$ cat config.mk
export PLATFORM = sky130hd
export DESIGN_NAME = seg_scan_arbiter_flat
export DESIGN_NICKNAME = d
export VERILOG_FILES = /design/src/rtl/seg_scan_arbiter_if.sv /design/src/rtl/seg_scan_arbiter.sv /design/src/flat_wrapper.sv
export SDC_FILE = /design/constraint.sdc
export NUM_CORES = 1
export LEC_CHECK = 0
export CELL_PAD_IN_SITES_DETAIL_PLACEMENT = 1
export CELL_PAD_IN_SITES_GLOBAL_PLACEMENT = 2
export CORE_MARGIN = 4
export CORE_UTILIZATION = 31
export CTS_CLUSTER_DIAMETER = 40
export DETAILED_ROUTE_END_ITERATION = 8
export GPL_TIMING_DRIVEN = 0
export PLACE_DENSITY_LB_ADDON = 0.1
export SETUP_SLACK_MARGIN = 0.4
export SLEW_MARGIN = 20
export SYNTH_ARGS = -nofsm -noshare
export SYNTH_HDL_FRONTEND = slang
export SYNTH_SLANG_ARGS = --single-unit
$ cat constraint.sdc
create_clock -name clk -period 2.55 [get_ports clk]
set_input_delay 0.51 -clock clk [delete_from_list [all_inputs] [get_ports clk]]
set_output_delay 0.51 -clock clk [all_outputs]
set_load 0.02 [all_outputs]
$ cat src/rtl/seg_scan_arbiter_if.sv
// Bus bundle for seg_scan_arbiter: two requester handshakes plus the display outputs.
// The master side drives requests and data; the slave side is the arbiter.
interface seg_scan_arbiter_if;
    logic        cpu_req;
    logic [15:0] cpu_data;
    logic        cpu_gnt;
    logic        kb_req;
    logic [7:0]  kb_data;
    logic        kb_gnt;
    logic [6:0]  seg;
    logic [3:0]  an;
    logic [15:0] disp_val;
    logic        src;

    modport master (
        output cpu_req, cpu_data, kb_req, kb_data,
        input  cpu_gnt, kb_gnt, seg, an, disp_val, src
    );

    modport slave (
        input  cpu_req, cpu_data, kb_req, kb_data,
        output cpu_gnt, kb_gnt, seg, an, disp_val, src
    );
endinterface

$ cat src/rtl/seg_scan_arbiter.sv
// Round-robin arbiter (CPU vs keyboard) feeding a 4-digit multiplexed 7-segment scanner.
// Optional macro LEADING_ZERO_BLANK_EN blanks leading zero digits (least significant always shown).
module seg_scan_arbiter #(
    parameter int unsigned SCAN_DIV     = 50000,
    parameter int unsigned GUARD_CYCLES = 16
) (
    input logic              clk,
    input logic              rst,
    seg_scan_arbiter_if.slave bus
);

    localparam int unsigned CntW = 21;

    typedef enum logic {StGuard, StDrive} state_e;

    state_e          state_q;
    logic [1:0]      idx_q;
    logic [CntW-1:0] cnt_q;
    logic [3:0]      an_q;
    logic [6:0]      seg_q;

    logic        cpu_gnt_q;
    logic        kb_gnt_q;
    logic        rr_kb_q;
    logic        src_q;
    logic [15:0] disp_q;

    logic cpu_elig, kb_elig, grant_cpu, grant_kb;

    // A requester is deaf during its own grant cycle; ties go to whoever was not served last.
    always_comb begin
        cpu_elig  = bus.cpu_req & ~cpu_gnt_q;
        kb_elig   = bus.kb_req & ~kb_gnt_q;
        grant_cpu = cpu_elig & (~kb_elig | ~rr_kb_q);
        grant_kb  = kb_elig & ~grant_cpu;
    end

    always_ff @(posedge clk or posedge rst) begin
        if (rst) begin
            cpu_gnt_q <= 1'b0;
            kb_gnt_q  <= 1'b0;
            rr_kb_q   <= 1'b0;
            src_q     <= 1'b0;
            disp_q    <= 16'h0000;
        end else begin
            cpu_gnt_q <= grant_cpu;
            kb_gnt_q  <= grant_kb;
            if (grant_cpu) begin
                disp_q  <= bus.cpu_data;
                src_q   <= 1'b0;
                rr_kb_q <= 1'b1;
            end else if (grant_kb) begin
                disp_q  <= {8'h00, bus.kb_data};
                src_q   <= 1'b1;
                rr_kb_q <= 1'b0;
            end
        end
    end

    logic [3:0] nibble;
    logic [6:0] glyph;
    logic [3:0] an_sel;
    logic       blank;
    logic [3:0] drive_an;
    logic [6:0] drive_seg;

    always_comb begin
        unique case (idx_q)
            2'd0:    nibble = disp_q[15:12];
            2'd1:    nibble = disp_q[11:8];
            2'd2:    nibble = disp_q[7:4];
            default: nibble = disp_q[3:0];
        endcase
    end

    always_comb begin
        unique case (nibble)
            4'h0: glyph = 7'h40;
            4'h1: glyph = 7'h79;
            4'h2: glyph = 7'h24;
            4'h3: glyph = 7'h30;
            4'h4: glyph = 7'h19;
            4'h5: glyph = 7'h12;
            4'h6: glyph = 7'h02;
            4'h7: glyph = 7'h78;
            4'h8: glyph = 7'h00;
            4'h9: glyph = 7'h18;
            4'hA: glyph = 7'h08;
            4'hB: glyph = 7'h03;
            4'hC: glyph = 7'h27;
            4'hD: glyph = 7'h21;
            4'hE: glyph = 7'h06;
            default: glyph = 7'h0E;
        endcase
    end

`ifdef LEADING_ZERO_BLANK_EN
    always_comb begin
        unique case (idx_q)
            2'd0:    blank = (disp_q[15:12] == 4'h0);
            2'd1:    blank = (disp_q[15:8] == 8'h00);
            2'd2:    blank = (disp_q[15:4] == 12'h000);
            default: blank = 1'b0;
        endcase
    end
`else
    assign blank = 1'b0;
`endif

    // idx 0 drives an[3], idx 3 drives an[0]
    assign an_sel    = ~(4'b1000 >> idx_q);
    assign drive_an  = blank ? 4'b1111 : an_sel;
    assign drive_seg = blank ? 7'h7F : glyph;

    // Outputs are loaded with the next state's value so the registered an/seg line up with state.
    always_ff @(posedge clk or posedge rst) begin
        if (rst) begin
            state_q <= StGuard;
            idx_q   <= 2'd0;
            cnt_q   <= '0;
            an_q    <= 4'b1111;
            seg_q   <= 7'h7F;
        end else begin
            unique case (state_q)
                StGuard: begin
                    if (cnt_q == CntW'(GUARD_CYCLES - 1)) begin
                        state_q <= StDrive;
                        cnt_q   <= '0;
                        an_q    <= drive_an;
                        seg_q   <= drive_seg;
                    end else begin
                        cnt_q <= cnt_q + 1'b1;
                        an_q  <= 4'b1111;
                        seg_q <= 7'h7F;
                    end
                end
                default: begin
                    if (cnt_q == CntW'(SCAN_DIV - 1)) begin
                        state_q <= StGuard;
                        cnt_q   <= '0;
                        idx_q   <= idx_q + 2'd1;
                        an_q    <= 4'b1111;
                        seg_q   <= 7'h7F;
                    end else begin
                        cnt_q <= cnt_q + 1'b1;
                        an_q  <= drive_an;
                        seg_q <= drive_seg;
                    end
                end
            endcase
        end
    end

    assign bus.cpu_gnt  = cpu_gnt_q;
    assign bus.kb_gnt   = kb_gnt_q;
    assign bus.disp_val = disp_q;
    assign bus.src      = src_q;
    assign bus.an       = an_q;
    assign bus.seg      = seg_q;

endmodule

$ cat src/flat_wrapper.sv
// flat-port wrapper written by rule: the top's interface ports become plain ports
module seg_scan_arbiter_flat 
#(
    parameter int unsigned SCAN_DIV     = 50000,
    parameter int unsigned GUARD_CYCLES = 16
)
  (clk, rst, bus_cpu_req, bus_cpu_data, bus_kb_req, bus_kb_data, bus_cpu_gnt, bus_kb_gnt, bus_seg, bus_an, bus_disp_val, bus_src);
  seg_scan_arbiter_if bus_i ();
  input logic clk;
  input logic rst;
  input wire logic [$bits(bus_i.cpu_req)-1:0] bus_cpu_req;
  input wire logic [$bits(bus_i.cpu_data)-1:0] bus_cpu_data;
  input wire logic [$bits(bus_i.kb_req)-1:0] bus_kb_req;
  input wire logic [$bits(bus_i.kb_data)-1:0] bus_kb_data;
  output wire logic [$bits(bus_i.cpu_gnt)-1:0] bus_cpu_gnt;
  output wire logic [$bits(bus_i.kb_gnt)-1:0] bus_kb_gnt;
  output wire logic [$bits(bus_i.seg)-1:0] bus_seg;
  output wire logic [$bits(bus_i.an)-1:0] bus_an;
  output wire logic [$bits(bus_i.disp_val)-1:0] bus_disp_val;
  output wire logic [$bits(bus_i.src)-1:0] bus_src;
  assign bus_i.cpu_req = bus_cpu_req;
  assign bus_i.cpu_data = bus_cpu_data;
  assign bus_i.kb_req = bus_kb_req;
  assign bus_i.kb_data = bus_kb_data;
  assign bus_cpu_gnt = bus_i.cpu_gnt;
  assign bus_kb_gnt = bus_i.kb_gnt;
  assign bus_seg = bus_i.seg;
  assign bus_an = bus_i.an;
  assign bus_disp_val = bus_i.disp_val;
  assign bus_src = bus_i.src;
  seg_scan_arbiter #(.SCAN_DIV(SCAN_DIV), .GUARD_CYCLES(GUARD_CYCLES)) u_core (.clk(clk), .rst(rst), .bus(bus_i));
endmodule
### Yosys cells after proc, flatten, opt, wreduce, memory -nomap -nowiden

Memories as Yosys holds them, arrays and structs flattened.
Cells that the tools add are included.

| word-level totals | value |
|---|---|
| register bits | 55 |
| bits in latches | 0 |
| bits in writable memories | 0 |
| bits in read-only memories | 112 |
| logic and storage cells | 51 |
| memories kept | 1 |

| operators by class | value |
|---|---|
| $add $sub $neg | 2 |
| multiply operators | 0 |
| div/mod/pow operators | 0 |
| order comparisons | 0 |
| equality and inequality tests | 4 |
| shifts and indexed selects | 1 |
| mux-type cells | 19 |
| bitwise operators | 11 |
| reduce and logical (&&, ||, !) cells | 3 |

Memories:

| name | words | width | read ports | clocked after Yosys merged registers in | write ports | RTL line | source |
|---|---|---|---|---|---|---|---|
| (no name shown) | 16 | 7 | 1 | 0 | 0 | seg_scan_arbiter.sv:77 | `unique case (nibble)` |

Operators by type and width:

| cell | count |
|---|---|
| $mux 21 | 3 |
| $mux 16 | 2 |
| $add 21x1->21 const B | 1 |
| $eq 21x16->1 const B | 1 |
| $eq 21x4->1 const B | 1 |
| $mux 7 | 3 |
| $mux 4 | 3 |
| $pmux 4 s3 | 1 |
| $mux 1 | 7 |
| $not 1->1 | 5 |
| $and 1x1->1 | 4 |
| $not 4->4 | 1 |
| $shr 4x2->4 const A | 1 |
| $add 2x1->2 const B | 1 |
| $eq 2x1->1 const B | 1 |
| $eq 2x2->1 const B | 1 |
| $logic_not 2->1 | 1 |
| $reduce_and 2->1 | 1 |
| $reduce_bool 2->1 | 1 |
| $or 1x1->1 | 1 |

### Longest topological paths before layout

| depth | value |
|---|---|
| depth in word-level cells | 9 |
| depth in mapped cells | 9 |

### Worst setup path before layout

OpenSTA, ideal clock, no wires.

| path | value |
|---|---|
| path type | reg-to-reg |
| from | register u_core.idx_q[0] |
| to | register u_core.seg_q[3] (netlist: u_core.bus.seg[3]) |
| arrival time | 1.983 ns |
| path slack | 0.486 ns |
| stages on the path, launching flop included | 10 |
| buffers on the path | 0 |
| cell sequence | dfrtp_1 > inv_1 > ha_1 > a222oi_1 > mux2_2 > inv_1 > ha_1 > mux2i_1 > o221ai_1 > nand2_1 |

| on the way | value |
|---|---|
| cells in the longest elaborated chain, start to end | 5 |

RTL lines:

| element | RTL line | source |
|---|---|---|
| start: declaration | seg_scan_arbiter.sv:17 | `logic [1:0] idx_q;` |
| start signal: assignment | seg_scan_arbiter.sv:141 | `idx_q <= idx_q + 2'd1;` |
| $eq 2x2->1, or another cell as far along | seg_scan_arbiter.sv:68 | `unique case (idx_q)` |
| $pmux 4 s3 (*) | seg_scan_arbiter.sv:68 |  |
| $mem_v2 16x7 (*) | n/a |  |
| $mux 7 (on tied branches) | seg_scan_arbiter.sv:126, seg_scan_arbiter.sv:138 |  |
| $mux 7 (*) | seg_scan_arbiter.sv:124 | `unique case (state_q)` |
| end signal: assignment | seg_scan_arbiter.sv:130 | `seg_q <= drive_seg;` |
| end signal: assignment | seg_scan_arbiter.sv:147 | `seg_q <= drive_seg;` |
| end: declaration | seg_scan_arbiter.sv:20 | `logic [6:0] seg_q;` |

Mark *: on every way between the ends. The rest lies on a longest branch, timed or not.
A chain may end at the register's enable or synchronous reset.

### Worst setup path after layout

| path | value |
|---|---|
| from | register u_core.idx_q[1] |
| to | register u_core.seg_q[3] (netlist: u_core.bus.seg[3]) |

The elaborated chain is that of the path after synthesis.

==> flow_metrics.py <==
metrics = {
    "die": {
        "ios": 58,
        "dieHeight_um": 100,
        "fp.dieW_um": 100,
        "core_area_um2": 8260,
        "num_rows": 33,
        "dieArea_um2": 10000,
        "start_util": 0.319,
    },
    "clock_network": {
        "h-tree-depth": 2,
        "cts_hold_buf": 0,
        "clk_latency_ps": 310,
        "clock_sinks": 55,
        "cts_tree": "built",
        "numCtsBuffers": 5,
        "clkTransAtPathRegs_ps": 100,
        "cts_buffer_depth": 2,
        "root_buffer": "clkbuf_8",
    },
    "sta": {
        "max_freq_ghz": 0.449,
        "rsz0062_at_grt": "yes",
        "fin_crit_ps": 2230,
        "holdWs_ps": 412,
        "finalClockSkew_ps": 12.2,
        "hold_viol": 0,
        "max_slew.worst_pin.slew_ps": 714,
        "slew_headroom": 0.524,
        "setup_viol": 0,
        "setup_tns_ps": 0,
        "final_max_slew_viol_count": 0,
        "finalCritPeriodShare": 0.873,
    },
    "setup_path": {
        "crit_arrival_ps": 2490,
        "crit_path_max_fanout": 5,
        "required_ps": 2810,
        "path_buf_inv": 1,
        "critPathMostFrequentCell": "ha_4",
        "critPathSlowestCell": "a222oi_1",
        "cp_top_family": "compound AO/OA/AOI/OAI gates",
        "crit_path_end_kind": "flop",
        "critical_path_class": "reg2reg",
        "startpoint_type": "flop",
        "critPathMaxStageDelay_ps": 470,
        "cp_cell_sequence": "inv_2, ha_4, a222oi_1, mux2i_2, ha_4, mux2i_1, o221ai_1, nand2_1",
    },
    "synth": {
        "ys_seq_area_frac": 0.528,
        "ys_types": 32,
        "synth_top_area_cell": "dfrtp_1",
        "synth-compound-area-share": 0.0751,
        "synth_top_cell_area_share": 0.418,
        "synth_top_family_by_area": "simple AND/OR/NAND/NOR gates",
        "synthXorXnorAreaFrac": 0.0665,
        "synthCells": 257,
        "yosysWarnings": 0,
        "synth.net_count": 297,
        "synthSimpleGateAreaFrac": 0.181,
        "syn_avg_cell_area_um2": 10.2,
        "syn_area_um2": 2630,
        "yosys.area_share.adder": 0.0570,
        "synth.area.top_cells": "dfrtp_1, dfstp_2, nand2_1",
        "ys_seq_elements": 55,
        "muxShareOfSynthArea": 0.0637,
    },
    "route": {
        "vias": 2147,
        "via_per_inst": 4.92,
        "drt_iter0_drc": 53,
        "routedWlPerCell_um": 15.7,
        "ant_nets": 0,
        "drt_first_pass_iters": 4,
        "drt-total-wl_um": 6840,
        "drc_errors": 0,
    },
    "cells_and_area": {
        "nNetsFinal": 370,
        "drive_above_1_share": 0.169,
        "syn_to_final_growth_pct": 39.2,
        "fin_cells": 436,
        "final_area_um2": 3670,
        "antenna_cells": 0,
    },
    "power": {
        "ir_worst_vdd_v": 0.000262,
        "power_density_nw_per_um2": 614,
        "leakage_uw": 0.00162,
    },
    "worst_hold_path": {
        "hold_class": "in2async",
    },
    "run_status": {
        "status": "completed",
    },
    "place": {
        "io_buffer_count": 57,
        "routabilityCongestion": 0.764,
        "dp.final_hpwl_um": 4950,
        "dp.cells": 420,
        "place_area_um2": 3370,
    },
    "global_routing": {
        "grt_pass1_wl_um": 11500,
        "grt_max_degree": 53,
        "track_usage": 0.144,
        "first_global_vias": 2263,
        "gr-total-overflow": 0,
        "antenna_found_initial": 0,
    },
    "run": {
        "cap_viol_max_count": 0,
    },
}
-- area by class of cell --
type,instances,area [um^2]
plain buffers,8,37.5
well taps,105,131
multi-input cells,182,1300
repair buffers,66,662
flip-flops and latches,55,1390
clock buffers,7,86.3
fillers,947,4590
inverters,12,47.5
clock inverters,1,8.76
-- path summary, 6_finish.rpt --
path | from | endpoint | slack (ps) | cells after the start
max | u_core.idx_q[1] | u_core.bus.seg[3] | 320 | 8
min | rst | u_core.bus.src | 410 | 2
max reg2reg | u_core.idx_q[1] | u_core.bus.seg[3] | 320 | 8
min reg2reg | u_core.cnt_q[20] | u_core.cnt_q[20] | 480 | 1
max in group asynchronous | rst | u_core.bus.an[3] | 1630 | 3
min in group clk | u_core.cnt_q[20] | u_core.cnt_q[20] | 480 | 1
-- synthesized netlist by cell type --
| library cell | count |
|---|---|
| nor2_1 | 18 |
| o211ai_1 | 4 |
| nand2b_1 | 2 |
| o221ai_1 | 3 |
| nor3_1 | 3 |
| dfstp_2 | 11 |
| ha_1 | 12 |
| a222oi_1 | 4 |
| o21ai_0 | 10 |
| dfrtp_1 | 44 |
| nand4_1 | 3 |
| or4_4 | 1 |
| clkbuf_1 | 7 |
| a31oi_1 | 1 |
| a211o_1 | 1 |
| xnor2_1 | 11 |
| nor4_1 | 4 |
| buf_2 | 1 |
| xor2_1 | 9 |
| and2_1 | 1 |
| a2bb2oi_1 | 1 |
| inv_1 | 12 |
| o31ai_1 | 1 |
| or4_1 | 1 |
| nor2b_1 | 2 |
| nand2_1 | 45 |
| and3_1 | 5 |
| a21oi_1 | 4 |
| mux2_4 | 1 |
| mux2i_1 | 13 |
| nand3_1 | 20 |
| mux2_2 | 2 |
-- state kept, by name, summed over array words and instances (netlist names) --
signal / flops
u_core.cnt_q: 21
u_core.bus.disp_val: 16
u_core.bus.seg: 7
u_core.bus.an: 4
u_core.idx_q: 2
u_core.bus.cpu_gnt: 1
u_core.bus.kb_gnt: 1
u_core.bus.src: 1
u_core.rr_kb_q: 1
u_core.state_q: 1
-- what timing repair did --
action	in CTS	in global routing
setup endpoints to repair	26	30
setup buffers	3	5
pin swaps	2	6
resized for setup	7	29
-- routing by layer --
metal	routed length [um]	track usage	vias to the layer above
met4	116	0.0487	0
met5	0	0	-
li1	-	-	1025
met1	3120	0.190	1078
met3	216	0.0257	9
met2	3390	0.240	35
-- cells by family (layout without fill, tap and decap cells) --
| kind of cell | Yosys count | in the layout |
|---|---|---|
| xor gates and xnor gates | 20 | 20 |
| buffers and inverters | 20 | 94 |
| DFF | 55 | 55 |
| adders and majority gates | 12 | 12 |
| muxes | 16 | 16 |
| AOI/OAI and AO/OA | 29 | 29 |
| and+or+nand+nor | 105 | 105 |
-- layout by cell type (no fill, tap or decap), types with 2 or more instances in the layout --
| master | count |
|---|---|
| ha_2 | 2 |
| inv_2 | 3 |
| nand2_1 | 45 |
| ha_4 | 6 |
| o21ai_0 | 10 |
| nor3_1 | 3 |
| nand4_1 | 3 |
| o221ai_1 | 3 |
| inv_1 | 8 |
| clkbuf_1 | 5 |
| xnor2_1 | 11 |
| nor4_1 | 4 |
| mux2_4 | 2 |
| a21oi_1 | 3 |
| nand3_1 | 20 |
| and3_1 | 4 |
| dfrtp_1 | 43 |
| clkdlybuf4s50_1 | 57 |
| o211ai_1 | 4 |
| dfstp_2 | 11 |
| ha_1 | 4 |
| nor2_1 | 17 |
| mux2i_1 | 11 |
| a222oi_1 | 4 |
| buf_4 | 7 |
| xor2_1 | 9 |
| clkbuf_8 | 6 |
| nand2b_1 | 2 |
| clkbuf_2 | 3 |
-- stage by stage --
step / power [uW] / utilization / worst slack (ps)
3_3_place_gp: 1700 / 0.404 / -457
2_1_floorplan: 1390 / - / 486
3_5_place_dp: 1710 / 0.408 / -106
6_report: 2250 / 0.444 / 323
5_1_grt: 2380 / 0.444 / 195
4_1_cts: 2250 / 0.425 / 244
-- power breakdown --
| group | switching, uW | internal, uW |
|---|---|---|
| combinational | 356 | 325 |
| sequential | 69.2 | 989 |
| clock | 287 | 223 |
| total | 712 | 1540 |
Note: power is estimated with default switching activity, not from simulation.
